$ cat src/rtl/gray_convert_arbiter.sv
// Arbitrated gray-to-binary converter: grant one requester, convert its word, hold the result until accepted.
// Define GRAY_ARB_ROUND_ROBIN_EN for round-robin arbitration; the default build uses fixed lowest-index priority.
module gray_convert_arbiter #(
    parameter int N    = 4,
    parameter int NREQ = 4
) (
    input  logic                      clk,
    input  logic                      rst,
    input  logic [NREQ-1:0]           req,
    input  logic [NREQ*N-1:0]         gray_in,
    output logic [NREQ-1:0]           gnt,
    output logic                      rsp_valid,
    output logic [$clog2(NREQ)-1:0]   rsp_id,
    output logic [N-1:0]              rsp_data,
    input  logic                      rsp_ready,
    output logic                      busy
);

    localparam int IDW = $clog2(NREQ);

    typedef enum logic [1:0] {
        IDLE    = 2'd0,
        CONVERT = 2'd1,
        RESPOND = 2'd2
    } state_t;

    state_t          state_reg;
    state_t          state_next;
    logic            sel_valid;
    logic [IDW-1:0]  sel_idx;
    logic [N-1:0]    gray_reg;
    logic [IDW-1:0]  id_reg;
    logic [N-1:0]    bin_next;
    logic [N-1:0]    rsp_data_reg;
    logic [IDW-1:0]  rsp_id_reg;
    logic [N-1:0]    gray_words [NREQ];

    genvar gi;
    generate
        for (gi = 0; gi < NREQ; gi++) begin : g_unpack
            assign gray_words[gi] = gray_in[gi*N +: N];
        end
        // Each binary bit is the XOR of all gray bits at or above it.
        for (gi = 0; gi < N; gi++) begin : g_bin
            assign bin_next[gi] = ^gray_reg[N-1:gi];
        end
    endgenerate

`ifdef GRAY_ARB_ROUND_ROBIN_EN
    logic [IDW-1:0] ptr_reg;

    always_ff @(posedge clk or posedge rst) begin
        if (rst) begin
            ptr_reg <= IDW'(NREQ - 1);
        end else if (state_reg == IDLE && sel_valid) begin
            ptr_reg <= sel_idx;
        end
    end

    always_comb begin
        int cand;
        sel_valid = 1'b0;
        sel_idx   = '0;
        cand      = 0;
        for (int k = 1; k <= NREQ; k++) begin
            cand = (int'(ptr_reg) + k) % NREQ;
            if (!sel_valid && req[cand]) begin
                sel_valid = 1'b1;
                sel_idx   = IDW'(cand);
            end
        end
    end
`else
    always_comb begin
        sel_valid = 1'b0;
        sel_idx   = '0;
        for (int k = 0; k < NREQ; k++) begin
            if (!sel_valid && req[k]) begin
                sel_valid = 1'b1;
                sel_idx   = IDW'(k);
            end
        end
    end
`endif

    // Grant is forced low while reset is held so it never glitches out during reset.
    always_comb begin
        gnt = '0;
        if (!rst && state_reg == IDLE && sel_valid) begin
            gnt[sel_idx] = 1'b1;
        end
    end

    always_comb begin
        state_next = state_reg;
        case (state_reg)
            IDLE:    if (sel_valid) state_next = CONVERT;
            CONVERT: state_next = RESPOND;
            RESPOND: if (rsp_ready) state_next = IDLE;
            default: state_next = IDLE;
        endcase
    end

    always_ff @(posedge clk or posedge rst) begin
        if (rst) begin
            state_reg    <= IDLE;
            gray_reg     <= '0;
            id_reg       <= '0;
            rsp_data_reg <= '0;
            rsp_id_reg   <= '0;
        end else begin
            state_reg <= state_next;
            if (state_reg == IDLE && sel_valid) begin
                gray_reg <= gray_words[sel_idx];
                id_reg   <= sel_idx;
            end
            if (state_reg == CONVERT) begin
                rsp_data_reg <= bin_next;
                rsp_id_reg   <= id_reg;
            end
        end
    end

    assign rsp_valid = (state_reg == RESPOND);
    assign rsp_id    = rsp_id_reg;
    assign rsp_data  = rsp_data_reg;
    assign busy      = (state_reg != IDLE);

endmodule

$ cat config.mk
export PLATFORM = sky130hd
export DESIGN_NAME = gray_convert_arbiter
export DESIGN_NICKNAME = d
export VERILOG_FILES = /design/src/rtl/gray_convert_arbiter.sv
export SDC_FILE = /design/constraint.sdc
export NUM_CORES = 1
export LEC_CHECK = 0
export BUFFER_PORTS_ARGS = -buffer_cell sky130_fd_sc_hd__buf_2
export CAP_MARGIN = 20
export CORE_UTILIZATION = 46
export CTS_CLUSTER_DIAMETER = 80
export CTS_CLUSTER_SIZE = 16
export DETAILED_ROUTE_END_ITERATION = 10
export PLACE_DENSITY = 0.79
export SYNTH_ARGS = -nofsm -noshare
export SYNTH_HDL_FRONTEND = slang
export SYNTH_SLANG_ARGS = --single-unit
$ cat constraint.sdc
create_clock -name clk -period 1.6 [get_ports clk]
set_clock_uncertainty 0.1 [all_clocks]
set_input_delay 0.08 -clock clk [delete_from_list [all_inputs] [get_ports clk]]
set_output_delay 0.08 -clock clk [all_outputs]
set_load 0.005 [all_outputs]
==> results of run 1 <==
-- layout make-up --
| type | count | area, µm² |
|---|---|---|
| sequential | 14 | 350 |
| multi-input combinational | 61 | 423 |
| clock buffer | 3 | 22.5 |
| fill | 162 | 649 |
| timing repair buffer | 40 | 220 |
| inverter | 8 | 30.0 |
| tap | 25 | 31.3 |
-- worst max-delay path, delay by kind of cell, from the launching register on --
| kind | cells | cell delay [ns] |
|---|---|---|
| simple gates | 2 | 0.53 |
| buf+inv | 1 | 0.11 |
| flops | 1 | 0.41 |
-- metal layers --
metal | vias up | routed length [µm] | share of wire (%) | GRT usage (%)
met5 | - | 0 | 0 | 0
met4 | 0 | 27 | 1.7 | 14.5
met3 | 2 | 78 | 4.8 | 1.20
met2 | 29 | 769 | 48 | 30.3
met1 | 354 | 742 | 46 | 22.9
li1 | 388 | - | - | -
-- cell usage after synthesis --
library cell,count
a31oi_1,4
nand2b_1,2
buf_6,2
nor3_1,1
xnor3_1,1
or4_4,1
nor4_1,1
o21ai_1,2
nand2_1,3
clkbuf_1,3
nor2_1,3
and3_1,1
o21a_1,1
inv_1,8
mux2_1,3
a22o_1,4
and3b_1,4
a21oi_1,9
and2_4,1
dfrtp_1,14
o21ai_0,6
nor2b_1,4
and2_1,1
and4b_1,1
buf_2,1
o22a_1,2
xnor2_1,1
xor2_1,1
nand3b_1,4
-- cells in the final DEF, fill, tap and decap left out, types with 3 or more instances in the layout --
| master | netlist | routed |
|---|---|---|
| buf_2 | 1 | 34 |
| dfrtp_1 | 14 | 14 |
| a21oi_1 | 9 | 9 |
| inv_1 | 8 | 8 |
| o21ai_0 | 6 | 6 |
| nor2b_1 | 4 | 4 |
| and3b_1 | 4 | 4 |
| nand3b_1 | 4 | 4 |
| a22o_1 | 4 | 4 |
| a31oi_1 | 4 | 4 |
| buf_4 | 0 | 4 |
| nor2_1 | 3 | 3 |
| mux2_1 | 3 | 3 |
| nand2_1 | 3 | 3 |
| clkbuf_4 | 0 | 3 |
-- per-stage QoR --
stage	cell area (µm²)	hold WS, ns
after detailed placement	1030	0.0464
after floorplan	842	-0.131
after CTS	1080	0.0875
after global placement	1030	0.0414
final	1080	0.0952
after global routing	1080	0.102
-- path summary, 6_finish.rpt --
check                             start          end  slack [ns]  cells after the start
setup / recovery           state_reg[1]       gnt[3]         0.1                      3
hold / removal               gray_in[2]  gray_reg[2]         0.1                      4
setup reg to reg            gray_reg[3]  rsp_data[0]        0.29                      3
hold reg to reg             rsp_data[1]  rsp_data[1]        0.37                      2
max in group asynchronous           rst    rsp_id[0]        0.78                      3
min in group asynchronous           rst    id_reg[0]        0.29                      3
-- power by group through the flow --
stage	Sequential (µW)	Combinational [µW]	Clock (µW)
2_1_floorplan	642	528	0
3_3_place_gp	653	723	0
3_5_place_dp	659	747	0
4_1_cts	655	754	195
5_1_grt	677	832	211
6_report	653	745	185
-- logic make-up after synthesis --
logic type                Yosys count  synth area share, %
DFF                                14                 41.6
muxes                               3                 4.01
buffers and inverters              14                 8.17
AOI/OAI and AO/OA                  28                 20.2
and+or+nand+nor                    27                 21.2
xor gates and xnor gates            3                 4.76
==> impl_metrics.csv, run 1 <==
group,metric,value,unit
placed_design,pre_cts_ws,0.258,ns
die,initial_core_util,48.8,%
clock_network,clkTransAtPathRegs,0.07,ns
synthesis,synth_area_leader_cell,"dfrtp_1",
clock_network,root_buffer,"clkbuf_4",
synthesis,synth-seq-area-share,41.6,%
pwr,ir_drop,0.539,mV
sta,report.final.slew_viol_count,0,
setup_path,endpoint_kind,"output port",
die,coreArea,1730,µm²
drt,num_vias,773,
setup_path,crit_path_max_incr_delay,0.41,ns
hold_path,hp-class,"input port to flop",
pwr,power,1580,µW
synthesis,synth_nets,112,
clock_network,cts.sink_count,14,
sta,tns,0,ns
synthesis,synth_cell_types,29,
cells_and_area,final_util,62.4,%
drt,via_per_inst,5.12,
sta,slew_headroom,67.3,%
setup_path,crit_path_max_fanout,4,
pwr,powerDensity,1470,nW/µm²
cells_and_area,antenna_cells,0,
global_route,grt_max_degree,17,
clock_network,cts_buffers,3,
cells_and_area,instances_no_fill,151,
pwr,clkPwrFrac,11.7,%
clock_network,h-tree-depth,1,
setup_path,required,1.42,ns
cells_and_area,area_delta_synth_final,27.9,%
global_route,track_usage,18.6,%
global_route,grt_pass1_wl,2640,µm
placed_design,io_buffers,34,
setup_path,slowest_stage,"dfrtp_1",
synthesis,ys_ff_latch,14,
sta,rsz0062_at_grt,"no",
global_route,antenna_found_initial,0,
die,ios,35,
sta,finalCritPeriodShare,94.0,%
sta,fmax,0.665,GHz
drt,ant_nets,0,
drt,drtIter0Drc,11,
sta,finalHoldViolations,0,
die,rows,15,
placed_design,post-place-cells,146,
global_route,grt_pass1_vias,640,
die,dieArea,2010,µm²
pwr,combPwrFrac,47.1,%
placed_design,gp_congestion,0.795,
sta,postLayoutSetupSlackWorst,0.0958,ns
clock_network,post_cts_resized,0,
pwr,p_sw_share,34.7,%
clock_network,cts_max_path_buffers,2,
global_route,overflow,0,
drt,drc,0,
synthesis,yosysWarnings,0,
die,die_y,44.8,µm
cells_and_area,final_layout_size_suffix_gt1_share,34.1,%
sta,worstMarginPinSlew,0.490,ns
setup_path,path_cells,"nor3_1, and4b_1, buf_2",
outcome,status,"finished, final reports clean",
sta,setup_viol,0,
clock_network,insertion_delay,0.27,ns
cells_and_area,nets,151,
setup_path,arrival,1.32,ns
setup_path,start_kind,"flop",
clock_network,cts_setup_buffers,0,
setup_path,worstSetupPathType,"flop to output port",
pwr,p_leak,0.000564,µW
flow_run,drv_cap,0,
sta,final.min_clock_period,1.50,ns
pwr,seq_power_share,41.2,%
synthesis,synth.cell_area,842,µm²
synthesis,synthCells,89,
synthesis,yosysTopAreaCellShare,41.6,%
pwr,internal_power,1030,µW
drt,post_drt_wl_per_cell,10.7,µm
die,die-width,44.8,µm
synthesis,ys_top_cells_by_area,"dfrtp_1 42%, a21oi_1 5.3%, a22o_1 4.2%",
clock_network,holdBufCountCts,2,
pwr,p_switching,549,µW
synthesis,syn_avg_cell_area,9.46,µm²
drt,wirelength,1620,µm
drt,drt_pass1_iterations,4,
clock_network,cts_tree,"done",
Note: power is estimated with default switching activity, not from simulation.
==> run 2: changes to the inputs <==
Settings changed: PLACE_DENSITY 0.79 to 0.77.
==> run 2 against run 1 <==
Compared with the run above:
- utilization up 0.36 points
- first-iteration DRC count increased by 18%
- clock power rose by 30%
- hold slack improved by 0.0085 ns
- sequential power hardly changed
- cell area is 0.58% higher
- wire length up 2.2%
==> impl_metrics.csv, run 2 (same netlist as run 1, synthesis figures left out) <==
group,metric,value,unit
outcome,status,"finished, final reports clean",
pwr,seq_power_share,40.0,%
pwr,powerDensity,1500,nW/µm²
clock_network,cts_buffers,3,
die,coreArea,1730,µm²
drt,num_vias,739,
setup_path,worstSetupPathType,"input port to output port",
cells_and_area,layout_common_cells,"34 x buf_2, 14 x dfrtp_1, 9 x a21oi_1",
clock_network,cts_max_path_buffers,2,
placed_design,io_buffers,34,
global_route,grt_max_degree,17,
setup_path,start_kind,"input port",
global_route,overflow,0,
setup_path,crit_path_max_incr_delay,0.54,ns
cells_and_area,final_common_cell,"buf_2",
placed_design,post-place-cells,145,
cells_and_area,final_layout_size_suffix_gt1_share,34.1,%
drt,ant_nets,0,
clock_network,root_buffer,"clkbuf_4",
cells_and_area,nets,150,
drt,drt_pass1_iterations,3,
sta,tns,0,ns
setup_path,crit_path_max_fanout,3,
cells_and_area,instances_no_fill,151,
die,rows,15,
cells_and_area,antenna_cells,0,
sta,rsz0062_at_grt,"no",
pwr,internal_power,1070,µW
sta,worstMarginPinSlew,0.494,ns
drt,drtIter0Drc,13,
global_route,grt_pass1_wl,2590,µm
hold_path,hp-class,"input port to flop",
clock_network,insertion_delay,0.27,ns
cells_and_area,area_delta_synth_final,28.7,%
die,die_y,44.8,µm
clock_network,clkTransAtPathRegs,0.08,ns
drt,wirelength,1650,µm
setup_path,arrival,1.36,ns
die,dieArea,2010,µm²
setup_path,slowest_stage,"dlygate4sd3_1",
placed_design,gp_congestion,0.797,
pwr,ir_drop,0.716,mV
die,initial_core_util,48.8,%
sta,setup_viol,0,
setup_path,regToRegStartpoint,"gray_reg[3]",
pwr,p_sw_share,34.2,%
global_route,antenna_found_initial,0,
setup_path,startpoint,"rst",
clock_network,cts_tree,"done",
hold_path,min_from,"gray_in[1]",
cells_and_area,num-fill-cells,167,
setup_path,path_cells,"dlygate4sd3_1, buf_2, nor3_1, and4b_1, buf_2",
flow_run,drv_cap,0,
global_route,track_usage,17.2,%
setup_path,required,1.42,ns
sta,report.final.slew_viol_count,0,
die,die-width,44.8,µm
die,ios,35,
clock_network,post_cts_resized,0,
setup_path,cpMostUsedCell,"buf_2",
drt,drc,0,
sta,slew_headroom,67.0,%
pwr,combPwrFrac,45.2,%
sta,final.min_clock_period,1.54,ns
drt,via_per_inst,4.89,
clock_network,cts.sink_count,14,
pwr,p_leak,0.000567,µW
clock_network,h-tree-depth,1,
sta,finalHoldViolations,0,
drt,post_drt_wl_per_cell,11.0,µm
placed_design,dpl.hpwl,1320,µm
setup_path,endpoint_kind,"output port",
global_route,grt_pass1_vias,619,
pwr,clkPwrFrac,14.8,%
sta,fmax,0.650,GHz
pwr,p_switching,556,µW
sta,finalCritPeriodShare,96.2,%
## run 2: area by class of cell
cell class                      count  area [µm²]  area share [%]
Clock buffer                        4        36.3            3.35
Inverter                            8        30.0            2.77
Multi-Input combinational cell     61         423            39.0
Sequential cell                    14         350            32.3
Tap cell                           25        31.3            2.89
Timing Repair Buffer               39         213            19.6
## run 2: worst paths after layout
path	end	slack, ns	depth (start not counted)
max	gnt[3]	0.06	5
max reg2reg	rsp_data[0]	0.27	3
min	gray_reg[1]	0.10	4
min in group asynchronous	gray_reg[0]	0.31	3
max in group asynchronous	rsp_id[0]	0.76	3
min reg2reg	rsp_data[1]	0.38	2
## run 2: per-stage QoR
| stage | utilization, % | hold slack (ns) | setup slack, ns | power [µW] | instance area (µm²) |
|---|---|---|---|---|---|
| 6_report | 62.8 | 0.104 | 0.0610 | 1630 | 1080 |
| 5_1_grt | 62.8 | 0.0985 | 0.0281 | 1750 | 1080 |
| 4_1_cts | 62.8 | 0.101 | 0.101 | 1640 | 1080 |
| 3_5_place_dp | 59.5 | 0.0473 | 0.254 | 1390 | 1030 |
| 3_3_place_gp | 59.5 | 0.0432 | 0.280 | 1360 | 1030 |
| 2_1_floorplan | - | -0.131 | 0.254 | 1170 | 842 |
## run 2: repair_timing
action / 4_1_cts / 5_1_grt
endpoints found under the hold margin: 15 / 0
setup buffers: 0 / 0
hold buffers: 2 / 0
## run 2: power groups by stage
stage / sequential [µW] / clock, µW / combinational [µW]
2_1_floorplan: 642 / 0 / 528
3_3_place_gp: 652 / 0 / 708
3_5_place_dp: 659 / 0 / 733
4_1_cts: 652 / 248 / 744
5_1_grt: 668 / 267 / 810
6_report: 651 / 240 / 735
## run 2: routing by layer
metal,GRT usage (%),vias up,routed length [µm]
met4,5.45,0,0
met3,1.20,0,54
met2,28.5,22,821
li1,-,389,-
met1,24.0,328,778
met5,0,-,0
## run 2: worst max-delay path, delay by kind of cell
family / cells / cell delay [ns]
buffers and inverters: 3 / 0.79
AND/OR/NAND/NOR: 2 / 0.50
==> run 3: changes to the inputs <==
Settings changed: ABC_AREA set to 1.
Clock period 1.6 ns to 1.7 ns, I/O delays scaled along.
==> run 3 against run 2 <==
Compared with the run above:
- non-clock buffer count shrank 2
- critical path depth up 1
- cell area grew 2.1%
- total power shrank 8.2%
- area after synthesis grew 1.6%
- clock-buffer cell count down 1
- utilization is 1.3 points higher
- wire length fell by 3.2%
- cell count increased by 21%
- largest cell class unchanged
- largest power group unchanged
- highest routed layer unchanged
==> impl_metrics.csv, run 3 <==
group,metric,value,unit
sta,slew_headroom,77.4,%
cells_and_area,final_layout_size_suffix_gt1_share,33.5,%
setup_path,startpoint,"state_reg[1]",
synthesis,ys_top_cells_by_area,"dfrtp_1 41%, nand2_1 19%, inv_1 8.8%",
die,ios,35,
setup_path,cpMostUsedCell,"nand2_4",
sta,worstMarginPinSlew,0.337,ns
clock_network,insertion_delay,0.26,ns
sta,finalHoldViolations,0,
setup_path,r2r-end,"rsp_data[1]",
cells_and_area,layout_common_cells,"43 x nand2_1, 34 x buf_2, 20 x inv_1",
synthesis,ys_ff_latch,14,
placed_design,gp_congestion,0.846,
synthesis,yosysWarnings,0,
sta,final.min_clock_period,1.51,ns
placed_design,post-place-cells,178,
outcome,status,"finished, final reports clean",
setup_path,required,1.51,ns
drt,wirelength,1600,µm
cells_and_area,final_util,64.1,%
setup_path,path_buf_inv,2,
setup_path,arrival,1.33,ns
sta,finalCritPeriodShare,88.9,%
placed_design,io_buffers,34,
setup_path,reg2reg_slack,0.51,ns
cells_and_area,final_common_cell,"nand2_1",
cells_and_area,nets,183,
synthesis,synth_edf_count,0,
cells_and_area,antenna_cells,0,
cells_and_area,num-fill-cells,163,
setup_path,worstSetupPathType,"flop to output port",
clock_network,h-tree-depth,1,
drt,post_drt_wl_per_cell,8.75,µm
sta,setup_viol,0,
setup_path,crit_path_max_incr_delay,0.39,ns
clock_network,clkTransAtPathRegs,0.07,ns
synthesis,synth-seq-area-share,40.9,%
setup_path,cp_top_family,"simple AND/OR/NAND/NOR gates",
setup_path,start_kind,"flop",
synthesis,synth.cell_area,856,µm²
setup_path,crit_path_end,"gnt[0]",
setup_path,slowest_stage,"dfrtp_1",
synthesis,syn_avg_cell_area,7.19,µm²
synthesis,synthCells,119,
synthesis,yosysTopAreaCellShare,40.9,%
pwr,powerDensity,1350,nW/µm²
clock_network,cts_buffers,3,
drt,drc,0,
synthesis,synth_nets,142,
synthesis,synth_area_leader_cell,"dfrtp_1",
sta,fmax,0.661,GHz
die,coreArea,1730,µm²
pwr,ir_drop,0.578,mV
synthesis,synth_ff_type,"dfrtp_1",
cells_and_area,area_delta_synth_final,29.2,%
drt,ant_nets,0,
sta,report.final.slew_viol_count,0,
clock_network,cts_tree,"done",
die,initial_core_util,49.6,%
clock_network,cts_max_path_buffers,2,
setup_path,crit_cells,6,
synthesis,synth_common_cells,"43 x nand2_1, 20 x inv_1, 14 x dfrtp_1, 12 x nor2_1",
global_route,track_usage,18.3,%
global_route,antenna_found_initial,0,
synthesis,synth_cell_types,22,
setup_path,endpoint_kind,"output port",
pwr,power,1490,µW
flow_run,drv_cap,0,
synthesis,synth-async-reset-ratio,100,%
drt,num_vias,821,
setup_path,path_cells,"nor2_2, nand2_4, inv_6, nand2_4, nor3_2, buf_2",
sta,tns,0,ns
drt,via_per_inst,4.49,
global_route,grt_max_degree,15,
clock_network,root_buffer,"clkbuf_4",
setup_path,regToRegStartpoint,"gray_reg[3]",
drt,drt_pass1_iterations,3,
die,dieArea,2040,µm²
sta,rsz0062_at_grt,"no",
global_route,overflow,0,
clock_network,cts_setup_buffers,0,
pwr,p_leak,0.000668,µW
cells_and_area,instances_no_fill,183,
global_route,grt_pass1_wl,2730,µm
die,die_y,45.1,µm
hold_path,hp-class,"input port to flop",
global_route,grt_pass1_vias,714,
setup_path,r2r.worst_path.cells,3,
setup_path,crit_path_max_fanout,8,
drt,drtIter0Drc,4,
clock_network,cts.sink_count,14,
die,rows,15,
synthesis,yosysMostFrequentCell,"nand2_1",
placed_design,dpl.hpwl,1360,µm
die,die-width,45.1,µm
-- run 3: changes by cell type after synthesis, moves of 8 or more --
cell / previous run / this run
a21oi_1: 9 / 1
inv_1: 8 / 20
nand2_1: 3 / 43
nor2_1: 3 / 12
-- run 3: worst min-delay path: stages --
cell,delay (ns)
buf_2,0.10
inv_1,0.04
nand2_1,0.05
nand2_1,0.06
a21oi_2,0.05
-- run 3: repair_timing --
item	4_1_cts	5_1_grt
setup endpoints to repair	0	3
endpoints found under the hold margin	15	0
hold buffers	2	0
gates resized for setup	0	1
-- run 3: cell type report --
| type | instances | area [µm²] | area share (%) |
|---|---|---|---|
| tap | 25 | 31.3 | 2.83 |
| multi-input combinational | 82 | 417 | 37.7 |
| inverter | 22 | 87.6 | 7.92 |
| sequential | 14 | 350 | 31.7 |
| timing repair buffer | 37 | 198 | 17.9 |
| clock buffer | 3 | 22.5 | 2.04 |
-- run 3: cell families after synthesis --
kind of cell           synth area share, %
AND/OR/NAND/NOR                       36.7
buffers and inverters                 10.7
flip-flops                            40.9
AO/OA/AOI/OAI                         7.60
XOR/XNOR                              4.09
-- run 3: worst min-delay path by stage --
stage                from           to  slack [ns]  depth (start not counted)
5_1_grt        gray_in[5]  gray_reg[1]        0.06                          5
3_5_place_dp          rst    rsp_id[0]        0.10                          3
6_report       gray_in[5]  gray_reg[1]        0.05                          5
3_3_place_gp          rst    rsp_id[0]         0.1                          3
2_1_floorplan         rst  gray_reg[0]       -0.09                          1
4_1_cts        gray_in[5]  gray_reg[1]        0.04                          5
-- run 3: stage by stage --
stage                     worst slack, ns  hold slack (ns)  cell area (µm²)
after floorplan                     0.572          -0.0945              856
after detailed placement            0.418            0.100             1060
after CTS                           0.103           0.0438             1100
after global placement              0.452           0.0998             1060
final                               0.188           0.0512             1110
after global routing               0.0720           0.0608             1110
-- run 3: report_power, final --
part	internal (µW)	total [µW]	switching [µW]
clock network	81.8	171	89.2
registers	495	591	96.3
logic	316	731	415
total	892	1490	601
-- run 3: metal layers --
layer	track usage [%]	vias to the layer above	wire (µm)	share of wire [%]
met3	3.60	0	85	5.3
met1	21.8	349	727	45
li1	-	441	-	-
met5	0	-	0	0
met4	5.45	0	0	0
met2	33.0	31	789	49
